<file path="config.mk">
export PLATFORM = sky130hd
export DESIGN_NAME = multi_level_fsm
export DESIGN_NICKNAME = d
export VERILOG_FILES = /design/src/rtl/gold_miner_pkg.sv /design/src/rtl/collision_pulse_gen.sv /design/src/rtl/multi_level_fsm.sv
export SDC_FILE = /design/constraint.sdc
export NUM_CORES = 1
export LEC_CHECK = 0
export BUFFER_PORTS_ARGS = -buffer_cell sky130_fd_sc_hd__buf_2
export CORE_MARGIN = 4
export CORE_UTILIZATION = 50
export DETAILED_ROUTE_END_ITERATION = 6
export PLACE_DENSITY = 0.77
export SETUP_SLACK_MARGIN = 0.5
export SYNTH_ARGS = -nofsm -noshare
export SYNTH_HDL_FRONTEND = slang
export SYNTH_SLANG_ARGS = --single-unit
</file>
<file path="constraint.sdc">
create_clock -name clk -period 2.3 [get_ports clk]
set_clock_uncertainty 0.15 [all_clocks]
set_input_delay 0.115 -clock clk [delete_from_list [all_inputs] [get_ports clk]]
set_output_delay 0.115 -clock clk [all_outputs]
set_load 0.05 [all_outputs]
</file>
<file path="src/rtl/gold_miner_pkg.sv">
// Shared types, loot-table shapes and arithmetic helpers for the multi-level claw/loot game controller.
package gold_miner_pkg;

    typedef enum logic [2:0] {
        ST_IDLE,
        ST_LEVEL_START,
        ST_SWING,
        ST_GOING_DOWN,
        ST_HOLD,
        ST_GOING_BACK,
        ST_LEVEL_END,
        ST_GAME_DONE
    } state_t;

    // Loot tables hold up to 16 types; each entry is 32 bits and is narrowed by the user.
    localparam int TBL_IDX_W   = 4;
    localparam int DEF_SPEED_C = 4;

    typedef logic [(1<<TBL_IDX_W)-1:0][31:0] score_tbl_t;
    typedef logic [(1<<TBL_IDX_W)-1:0][31:0] speed_tbl_t;

    function automatic logic [31:0] sat_add(input logic [31:0] a,
                                            input logic [31:0] b,
                                            input logic [31:0] max_v);
        logic [32:0] sum;
        sum = {1'b0, a} + {1'b0, b};
        return (sum > {1'b0, max_v}) ? max_v : sum[31:0];
    endfunction

endpackage

</file>
<file path="src/rtl/collision_pulse_gen.sv">
// Holds SingleHitPulse for the collision frame, latches whether loot was hit and
// captures the loot type one clock after the hit.
module collision_pulse_gen
    import gold_miner_pkg::*;
#(
    parameter int LOOT_TYPES = 4,
    parameter int LOOT_W     = 2
) (
    input  logic              clk,
    input  logic              rst,
    input  logic              arm_i,
    input  logic              is_loot_i,
    input  logic              release_i,
    input  logic              drop_i,
    input  logic [LOOT_W-1:0] loot_type_i,
    output logic              pulse_o,
    output logic [LOOT_W-1:0] captured_type_o
);

    logic              pulse_q,    pulse_d;
    logic              is_loot_q,  is_loot_d;
    logic              capture_q,  capture_d;
    logic [LOOT_W-1:0] captured_q, captured_d;

    always_ff @(posedge clk or posedge rst) begin
        if (rst) begin
            pulse_q    <= 1'b0;
            is_loot_q  <= 1'b0;
            capture_q  <= 1'b0;
            captured_q <= '0;
        end else begin
            pulse_q    <= pulse_d;
            is_loot_q  <= is_loot_d;
            capture_q  <= capture_d;
            captured_q <= captured_d;
        end
    end

    always_comb begin
        pulse_d    = pulse_q;
        is_loot_d  = is_loot_q;
        capture_d  = arm_i;
        captured_d = captured_q;
        if (arm_i) begin
            pulse_d   = 1'b1;
            is_loot_d = is_loot_i;
        end else if (release_i) begin
            pulse_d = 1'b0;
        end
        // Out-of-range loot types and border hits both collapse to type 0.
        if (drop_i) begin
            captured_d = '0;
        end else if (capture_q) begin
            captured_d = (is_loot_q && (int'(loot_type_i) < LOOT_TYPES)) ? loot_type_i : '0;
        end
    end

    assign pulse_o         = pulse_q;
    assign captured_type_o = captured_q;

endmodule

</file>
<file path="src/rtl/multi_level_fsm.sv">
// Whole-game claw/loot controller: swing/dive/return cycle, scoring and level advance.
// Optional dynamite support is compiled in when DYNAMITE_EN is defined.
module multi_level_fsm
    import gold_miner_pkg::*;
#(
    parameter int         NUM_LEVELS = 4,
    parameter int         LOOT_TYPES = 4,
    parameter int         LOOT_W     = 2,
    parameter int         SCORE_W    = 12,
    parameter int         SPEED_W    = 4,
    parameter int         DEF_SPEED  = DEF_SPEED_C,
    parameter score_tbl_t LOOT_SCORE = {{12{32'd0}}, 32'd25, 32'd2, 32'd10, 32'd0},
    parameter speed_tbl_t LOOT_SPEED = {{12{32'd0}}, 32'd1, 32'd2, 32'd4, 32'd4},
    parameter int         GOAL_BASE  = 30,
    parameter int         GOAL_STEP  = 20,
    localparam int        LVL_W      = $clog2(NUM_LEVELS) + 1
) (
    input  logic               clk,
    input  logic               resetN,
    input  logic               startOfFrame,
    input  logic               start_game,
    input  logic               claw_dr,
    input  logic               borders_dr,
    input  logic               loot_dr,
    input  logic [LOOT_W-1:0]  loot_type,
    input  logic               timer_ended,
    input  logic               is_enter_pressed,
    input  logic               claw_returned,
`ifdef DYNAMITE_EN
    input  logic               use_dynamite,
    output logic [1:0]         dyn_count,
`endif
    output logic               claw_collision,
    output logic               loot_collision,
    output logic               SingleHitPulse,
    output logic [SPEED_W-1:0] move_speed,
    output logic [SCORE_W-1:0] level_score,
    output logic [SCORE_W-1:0] total_score,
    output logic [SCORE_W-1:0] goal,
    output logic [LVL_W-1:0]   level_idx,
    output logic               start_timer,
    output logic               level_ended,
    output logic               level_won,
    output logic               game_over
);

    localparam logic [31:0] SCORE_MAX = 32'((64'd1 << SCORE_W) - 64'd1);

    state_t             state_q, state_d;
    logic [SCORE_W-1:0] level_score_q, level_score_d;
    logic [SCORE_W-1:0] total_score_q, total_score_d;
    logic [LVL_W-1:0]   level_idx_q, level_idx_d;
    logic               level_ended_q, level_ended_d;
    logic               level_won_q, level_won_d;

    logic               inter_loot_collision;
    logic               inter_claw_collision;
    logic               arm;
    logic               hold_release;
    logic               dyn_fire;
    logic               last_level;
    logic [LOOT_W-1:0]  captured_type;
    logic [LOOT_W-1:0]  score_type;
    logic [TBL_IDX_W-1:0] score_idx;
    logic [TBL_IDX_W-1:0] speed_idx;

    assign inter_loot_collision = claw_dr & loot_dr;
    assign inter_claw_collision = inter_loot_collision | (claw_dr & borders_dr);
    assign last_level           = (level_idx_q == LVL_W'(NUM_LEVELS - 1));
    assign arm                  = (state_q == ST_GOING_DOWN) && (state_d == ST_HOLD);
    assign hold_release         = (state_q == ST_HOLD) && (state_d != ST_HOLD);

`ifdef DYNAMITE_EN
    logic [1:0] dyn_count_q, dyn_count_d;

    assign dyn_fire = (state_q == ST_GOING_BACK) && !timer_ended && use_dynamite &&
                      (captured_type != '0) && (dyn_count_q != 2'd0);

    always_ff @(posedge clk or posedge resetN) begin
        if (resetN) dyn_count_q <= 2'd0;
        else        dyn_count_q <= dyn_count_d;
    end

    always_comb begin
        dyn_count_d = dyn_count_q;
        if (state_q == ST_LEVEL_START) dyn_count_d = 2'd3;
        else if (dyn_fire)             dyn_count_d = dyn_count_q - 2'd1;
    end

    assign dyn_count = dyn_count_q;
`else
    assign dyn_fire = 1'b0;
`endif

    // A dynamite blast in the same clock as the return already forfeits the score.
    assign score_type = dyn_fire ? '0 : captured_type;
    assign score_idx  = TBL_IDX_W'(score_type);
    assign speed_idx  = TBL_IDX_W'(captured_type);

    collision_pulse_gen #(
        .LOOT_TYPES (LOOT_TYPES),
        .LOOT_W     (LOOT_W)
    ) u_pulse (
        .clk             (clk),
        .rst             (resetN),
        .arm_i           (arm),
        .is_loot_i       (inter_loot_collision),
        .release_i       (hold_release),
        .drop_i          (dyn_fire),
        .loot_type_i     (loot_type),
        .pulse_o         (SingleHitPulse),
        .captured_type_o (captured_type)
    );

    always_ff @(posedge clk or posedge resetN) begin
        if (resetN) begin
            state_q       <= ST_IDLE;
            level_score_q <= '0;
            total_score_q <= '0;
            level_idx_q   <= '0;
            level_ended_q <= 1'b0;
            level_won_q   <= 1'b0;
        end else begin
            state_q       <= state_d;
            level_score_q <= level_score_d;
            total_score_q <= total_score_d;
            level_idx_q   <= level_idx_d;
            level_ended_q <= level_ended_d;
            level_won_q   <= level_won_d;
        end
    end

    // timer_ended is checked first in every playing state.
    always_comb begin
        state_d = state_q;
        case (state_q)
            ST_IDLE:        if (start_game) state_d = ST_LEVEL_START;
            ST_LEVEL_START: state_d = ST_SWING;
            ST_SWING: begin
                if (timer_ended)           state_d = ST_LEVEL_END;
                else if (is_enter_pressed) state_d = ST_GOING_DOWN;
            end
            ST_GOING_DOWN: begin
                if (timer_ended)               state_d = ST_LEVEL_END;
                else if (inter_claw_collision) state_d = ST_HOLD;
            end
            ST_HOLD: begin
                if (timer_ended)       state_d = ST_LEVEL_END;
                else if (startOfFrame) state_d = ST_GOING_BACK;
            end
            ST_GOING_BACK: begin
                if (timer_ended)        state_d = ST_LEVEL_END;
                else if (claw_returned) state_d = ST_SWING;
            end
            ST_LEVEL_END: begin
                if (is_enter_pressed)
                    state_d = (level_won_q && !last_level) ? ST_LEVEL_START : ST_GAME_DONE;
            end
            ST_GAME_DONE:   if (is_enter_pressed) state_d = ST_IDLE;
            default:        state_d = ST_IDLE;
        endcase
    end

    always_comb begin
        level_score_d = level_score_q;
        total_score_d = total_score_q;
        level_idx_d   = level_idx_q;
        level_ended_d = level_ended_q;
        level_won_d   = level_won_q;
        case (state_q)
            ST_IDLE: begin
                level_score_d = '0;
                total_score_d = '0;
                level_idx_d   = '0;
                level_ended_d = 1'b0;
                level_won_d   = 1'b0;
            end
            ST_LEVEL_START: begin
                level_score_d = '0;
                level_ended_d = 1'b0;
                level_won_d   = 1'b0;
            end
            ST_GOING_BACK: begin
                if (!timer_ended && claw_returned)
                    level_score_d = SCORE_W'(sat_add(32'(level_score_q),
                                                     LOOT_SCORE[score_idx], SCORE_MAX));
            end
            ST_LEVEL_END: begin
                if (is_enter_pressed && level_won_q) begin
                    total_score_d = SCORE_W'(sat_add(32'(total_score_q),
                                                     32'(level_score_q), SCORE_MAX));
                    if (!last_level) level_idx_d = level_idx_q + LVL_W'(1);
                end
            end
            default: ;
        endcase
        if ((state_q != ST_LEVEL_END) && (state_d == ST_LEVEL_END)) begin
            level_ended_d = 1'b1;
            level_won_d   = (level_score_q >= goal);
        end
    end

    always_comb begin
        move_speed = '0;
        case (state_q)
            ST_SWING, ST_GOING_DOWN, ST_HOLD: move_speed = SPEED_W'(DEF_SPEED);
            ST_GOING_BACK:                    move_speed = SPEED_W'(LOOT_SPEED[speed_idx]);
            default:                          move_speed = '0;
        endcase
    end

    assign goal = SCORE_W'(sat_add(32'(GOAL_BASE), 32'(level_idx_q) * 32'(GOAL_STEP), SCORE_MAX));

    assign claw_collision = inter_claw_collision & SingleHitPulse;
    assign loot_collision = inter_loot_collision & SingleHitPulse;
    assign level_score    = level_score_q;
    assign total_score    = total_score_q;
    assign level_idx      = level_idx_q;
    assign start_timer    = (state_q == ST_LEVEL_START);
    assign level_ended    = level_ended_q;
    assign level_won      = level_won_q;
    assign game_over      = (state_q == ST_GAME_DONE);

endmodule

</file>
==> results of run 1 <==
==> through the flow <==
stage / hold slack, ns / setup TNS (ns) / area (um^2)
after floorplan: 0.112 / -0.338 / 3260
after global placement: 0.109 / -0.0612 / 3720
after detailed placement: 0.109 / -0.151 / 3720
after CTS: 0.0566 / -0.0897 / 4420
after global routing: 0.0826 / -1.89 / 4760
final: 0.0645 / -0.651 / 4760
==> worst min-delay path, delay by kind of cell <==
kind | cells | cell delay (ns)
buffers and inverters | 1 | 0.12
AO/OA/AOI/OAI | 2 | 0.23
==> Yosys cell counts, drive strengths merged (2+ instances only) <==
| cell type | number |
|---|---|
| and2 | 3 |
| nand4b | 2 |
| nor2 | 17 |
| nor3b | 2 |
| nand2b | 5 |
| o311ai | 2 |
| dfrtp | 37 |
| and3b | 3 |
| nor4 | 6 |
| or2 | 2 |
| a21o | 5 |
| a22o | 3 |
| o211ai | 3 |
| inv | 26 |
| a21oi | 25 |
| o31ai | 5 |
| o21bai | 2 |
| o21ai | 42 |
| fa | 2 |
| clkbuf | 5 |
| mux2i | 3 |
| nand2 | 28 |
| nor3 | 8 |
| or3 | 4 |
| nand3b | 2 |
| nand4 | 4 |
| o21a | 3 |
| xnor2 | 8 |
| conb | 2 |
| xor2 | 5 |
| a31oi | 3 |
| buf | 11 |
| ha | 31 |
| a211o | 4 |
| nand3 | 19 |
==> per-layer routing <==
metal / global-route usage, % / vias to the layer above / share of wire, %
li1: - / 1501 / -
met1: 34.4 / 1700 / 39
met2: 47.0 / 210 / 49
met3: 5.63 / 56 / 7.2
met4: 10.2 / 0 / 4.0
met5: 0 / - / 0
==> cells in the final DEF (no fill, tap or decap), types with 3 or more instances in the layout <==
cell type      instances
ha_1                  18
conb_1                 6
o21ai_1               10
o21ai_2               17
dfrtp_1               15
and3b_1                3
inv_2                  8
nor2_1                14
clkbuf_8               7
inv_1                 14
nor2_4                 3
o211ai_1               3
nand2_1               26
nand4_1                4
a21oi_2               12
dfrtp_2               21
buf_2                 47
nand3_1               16
buf_6                 25
xnor2_1                6
ha_4                  12
nand2b_1               3
buf_4                 48
o21ai_0               14
o21a_1                 3
dlygate4sd3_1          6
a22o_1                 3
and2_1                 3
a211o_1                4
nand3_2                3
a21oi_1               12
mux2i_1                3
nor3_2                 4
nor4_1                 4
a21o_1                 5
buf_8                  4
==> worst paths after layout <==
check	slack (ns)	depth (start not counted)	from	to
worst max-delay path	-0.1	9	u_pulse.captured_type_o[0]	level_score[9]
worst min-delay path	0.06	3	timer_ended	state_q[0]
worst max register to register	-0.1	9	u_pulse.captured_type_o[0]	level_score[9]
worst min register to register	0.33	1	u_pulse.capture_q	u_pulse.captured_type_o[0]
max in group asynchronous	1.29	4	resetN	level_idx[0]
min in group asynchronous	0.32	4	resetN	total_score[5]
==> power by group through the flow <==
stage	logic (mW)	registers [mW]	clock network (mW)
floorplan	0.896	0.897	0
global placement	1.18	0.855	0
detailed placement	1.20	0.859	0
CTS	1.57	0.859	0.518
global route	2.00	0.886	0.551
finish	1.88	0.874	0.533
==> kinds of logic after synthesis <==
kind of cell,synth area share [%]
compound gates,23.3
simple gates,19.8
buf+inv,6.76
flops,30.9
fa+ha+maj,14.3
xor+xnor,3.80
mux,1.00
other cells,0.250
==> repair_timing <==
action	in CTS	in global routing
hold buffers	6	0
buffers inserted	32	13
setup endpoints to repair	42	46
hold endpoints to repair	41	0
resized for setup	69	53
pin swaps	43	32
==> layout make-up <==
cell class	instances	area (um^2)
Clock buffer	7	96.3
Clock inverter	1	5.00
Fill cell	284	916
Inverter	26	110
Multi-Input combinational cell	273	2460
Sequential cell	37	956
Tap cell	72	90.1
Timing Repair Buffer	132	1040
==> sequential cells by signal (all words and copies together), names as in the netlist, 2 cells and up <==
name and count:
level_idx 3, state_q 3, total_score 12, level_score 12, u_pulse.captured_type_o 2
==> reports/summary.txt, run 1 <==
Initial core utilization: 52.8%
Vias in the first global route: 3336
DRT Wirelength: 11.2 mm
Initial antenna violation count: 0
Area leader, netlist: dfrtp_1
Pre-CTS setup slack: -0.0649 ns
Clock sink count: 37
Clock buffer count from CTS: 5
Sequential area share after synthesis: 30.9%
Crit-path cells: inv_2 > ha_4 > inv_4 > fa_2 > a31o_4 > a21oi_4 > or3_4 > o21ai_2 > a22o_1
P_int: 1.83 mW
Core Area: 0.00568 mm^2
Post-route setup slack: -0.0962 ns
TritonRoute pass-1 iters: 5
YS warnings: 0
GP Congestion: 0.878
Fin. max-slew vios: 0
Antenna-violating nets left: 0
Mean Syn Cell Area: 8.62 um^2
Total number of vias: 3467
Mapped Area: 0.00300 mm^2
Max FO, Critical Path: 5
Max incr delay on CP: 0.42 ns
Pleak: 2.28 nW
DP Wirelength: 6.04 mm
Clock power frac: 16.2%
Cells after DPL: 489
Distinct cells, synth: 62
Htree depth: 2
Switching Share: 44.3%
Bufs on Longest Clock Path: 2
Final std cells w/o fill: 548
Top Ports: 62
Synth Flop Type: dfrtp_1
Skew-Pair Late Insertion Delay: 0.30 ns
EDFF count, synth: 0
Synth top area cells: dfrtp_1, ha_1, o21ai_0, a21oi_1, nand2_1
RSZ-0062 raised after global routing: true
Final nets: 520
Post-synthesis register bit count: 37
Total GRT Usage: 27.6%
WP data arrival: 2.43 ns
Largest net degree at the start of global routing: 38
Top delay family on crit path: compound AO/OA/AOI/OAI gates
Flop pwr share: 26.6%
First-pass GRT wire length: 16.4 mm
Min Tclk post-route: 2.40 ns
GR Overflow Total: 0
Worst hold path type: primary input to register
PD cells: 691 mW/mm^2
I/O Buffers: 55
Syn-to-layout area delta: 58.7%
Drc violations: 0
Crit share post-route: 104%
Die Wd: 85.5 um
Critical path class: register to register
VDD IR max: 1.11 mV
Final Power: 3.29 mW
Async SR Flop Fraction: 100%
CTS tree: built
Routed length per instance: 20.5 um
Max Freq: 0.417 GHz
Outcome: finished with violations
Die height: 85.5 um
Max_cap viols: 0
Worst-Margin Slew: 0.779 ns
Area of the die: 0.00730 mm^2
Clock root buffer: clkbuf_8
Post-synth top area share: 30.9%
Rows: 27
CP max stage cell: dfrtp_2
Worst-path clk slew: 0.08 ns
WP data required: 2.34 ns
Syn Inst Count: 348
Core Util, Final: 83.9%
Relative slew slack: 48.1%
WP buf/inv: 2
Comb power frac: 57.2%
Drt initial violations: 313
Failing checks: setup timing
Crit path launch type: register
Endpoints failing setup: 11
ANT cells: 0
Endpoints failing hold: 0
NetSw: 1.46 mW
DR vias/cell: 6.33
Share of layout cells above drive strength 1: 54.4%
Endpoint type of the worst setup path: register
Power figures use the tool's default switching activity.
==> run 2, diff against run 1 <==
==> constraint.sdc (replaced) <==
create_clock -name clk -period 2.3 [get_ports clk]
set_clock_uncertainty 0.15 [all_clocks]
set_input_delay 0.23 -clock clk [delete_from_list [all_inputs] [get_ports clk]]
set_output_delay 0.23 -clock clk [all_outputs]
set_load 0.05 [all_outputs]
==> run 2 against run 1 <==
Net effect:
- the flow still finishes with violations (setup timing)
- non-clock buffer count down 11
- critical path type is now register to output port
- sequential power shrank 2.6%
- hold slack got worse by 0.038 ns
==> reports/summary.txt, run 2 (synthesis results as in run 1) <==
Outcome: finished with violations
Failing checks: setup timing
Final Power: 3.27 mW (-0.64%)
Worst-Margin Slew: 0.692 ns (-0.0874 ns)
Pleak: 2.18 nW (-4.4%)
GR Overflow Total: 0 (unchanged)
P_int: 1.81 mW (-1.4%)
Switching Share: 44.7% (+0.40 points)
Initial core utilization: 52.8% (unchanged)
Clock power frac: 15.3% (-0.9 points)
Comb power frac: 58.7% (+1.5 points)
Max incr delay on CP: 0.49 ns (+0.07 ns)
Area of the die: 0.00730 mm^2 (unchanged)
Max Freq: 0.414 GHz (-0.69%)
Bufs on Longest Clock Path: 2 (unchanged)
Share of layout cells above drive strength 1: 52.5% (-1.9 points)
Drt initial violations: 175 (-44%)
GP Congestion: 0.884 (+0.73%)
Max_cap viols: 0 (unchanged)
Rows: 27 (unchanged)
Die height: 85.5 um (unchanged)
Commonest non-fill, non-tap cell in the layout: buf_4
Drc violations: 0 (unchanged)
CP max stage cell: dfrtp_4
Initial antenna violation count: 0 (unchanged)
Most frequent cells in the layout: buf_4, buf_2, nand2_1
Top Ports: 62 (unchanged)
Flop pwr share: 26.0% (-0.6 points)
Clock sink count: 37 (unchanged)
Max FO, Critical Path: 3 (-2)
Min Tclk post-route: 2.41 ns (+0.0168 ns)
Antenna-violating nets left: 0 (unchanged)
Total GRT Usage: 25.8% (-1.8 points)
I/O Buffers: 55 (unchanged)
Final nets: 509 (-2.1%)
CTS tree: built
Skew-Pair Late Insertion Delay: 0.30 ns (about the same)
Routed length per instance: 18.7 um (-8.8%)
Total number of vias: 3275 (-5.5%)
Relative slew slack: 53.9% (+5.8 points)
WP data required: 1.92 ns (-0.42 ns)
Crit share post-route: 105% (+0.73 points)
PD cells: 723 mW/mm^2 (+4.6%)
Worst hold start: loot_type[1]
Endpoint type of the worst setup path: output port
Syn-to-layout area delta: 50.7%
RSZ-0062 raised after global routing: true
Die Wd: 85.5 um (unchanged)
Critical path class: register to output port
ANT cells: 0 (unchanged)
Largest net degree at the start of global routing: 38 (unchanged)
TritonRoute pass-1 iters: 5 (unchanged)
WP data arrival: 2.03 ns (-0.40 ns)
VDD IR max: 1.08 mV (-2.5%)
Pre-CTS setup slack: -0.0716 ns (-0.00672 ns)
Top delay family on crit path: flip-flops
Endpoints failing hold: 0 (unchanged)
Setup_tns: -0.820 ns (-0.169 ns)
NetSw: 1.46 mW (+0.26%)
Critical path origin: level_idx[0]
Htree depth: 2 (unchanged)
Endpoints failing setup: 14 (+3)
Final hold slack: 0.0264 ns (-0.0381 ns)
Clock root buffer: clkbuf_8
Crit path launch type: register
Vias in the first global route: 3146 (-5.7%)
Clock buffer count from CTS: 5 (unchanged)
Core Area: 0.00568 mm^2 (unchanged)
Post-route setup slack: -0.113 ns (-0.0168 ns)
Worst-path clk slew: 0.08 ns (about the same)
WP buf/inv: 3 (+1)
Crit-path cells: ha_4 > nor3_4 > nand3b_1 > xor2_1 > buf_4 > inv_2 > buf_8
First-pass GRT wire length: 15.0 mm (-8.4%)
Worst hold path type: primary input to register
Fin. max-slew vios: 0 (unchanged)
DR vias/cell: 6.10 (-3.6%)
R2r startpoint: u_pulse.captured_type_o[0]
DRT Wirelength: 10.0 mm (-11%)
DP Wirelength: 6.25 mm (+3.4%)
[run 2: what timing repair did]
action / 4_1_cts / 5_1_grt
hold buffers: 1 / 0
resized for setup: 64 / 42
endpoints found under the hold margin: 37 / 0
cloned: 0 / 0
pin swaps: 27 / 31
endpoints found under the setup margin: 45 / 45
buffers inserted: 18 / 11
[run 2: path summary, 6_finish.rpt]
check	endpoint	slack, ns	cells after the start
worst max-delay path	goal[7]	-0.11	7
worst min-delay path	u_pulse.captured_type_o[1]	0.03	3
worst max register to register	level_score[7]	-0.11	9
worst min register to register	u_pulse.captured_type_o[1]	0.35	1
max in group asynchronous	level_idx[0]	1.17	4
min in group asynchronous	u_pulse.capture_q	0.42	4
[run 2: cell type report]
class                      instances  area (um^2)
multi-input combinational        273         2380
fill                             337         1160
sequential                        37          958
timing repair buffer             121          885
inverter                          26          119
clock buffer                       8         90.1
tap                               72         90.1
[run 2: worst register-to-register path, cell delays in order (launching register included)]
cell     delay [ns]
dfrtp_2        0.42
inv_2          0.07
ha_4           0.27
inv_4          0.04
fa_2           0.37
a31o_4         0.25
a21oi_4        0.24
or3_4          0.23
o31ai_2        0.08
a22o_1         0.21
[run 2: per-stage QoR]
stage          cells  cell area [um^2]  util [%]
2_1_floorplan    352              3240         -
3_3_place_gp     499              3770      66.4
3_5_place_dp     499              3770      66.4
4_1_cts          526              4250      74.9
5_1_grt          537              4520      79.6
6_report         537              4520      79.6
[run 2: per-layer routing]
metal  up-vias  global-route usage, %  share of wire, %
met5         -                      0                 0
met4         0                   10.2               2.8
met3        28                   4.47               5.7
met2       157                   44.9                51
met1      1606                   31.5                40
li1       1484                      -                 -
[run 2: power groups by stage]
stage	Combinational (mW)	Sequential, mW	Clock (mW)
6_report	1.92	0.851	0.500
2_1_floorplan	0.903	0.895	0
3_3_place_gp	1.24	0.861	0
3_5_place_dp	1.27	0.866	0
4_1_cts	1.58	0.817	0.497
5_1_grt	2.03	0.860	0.537
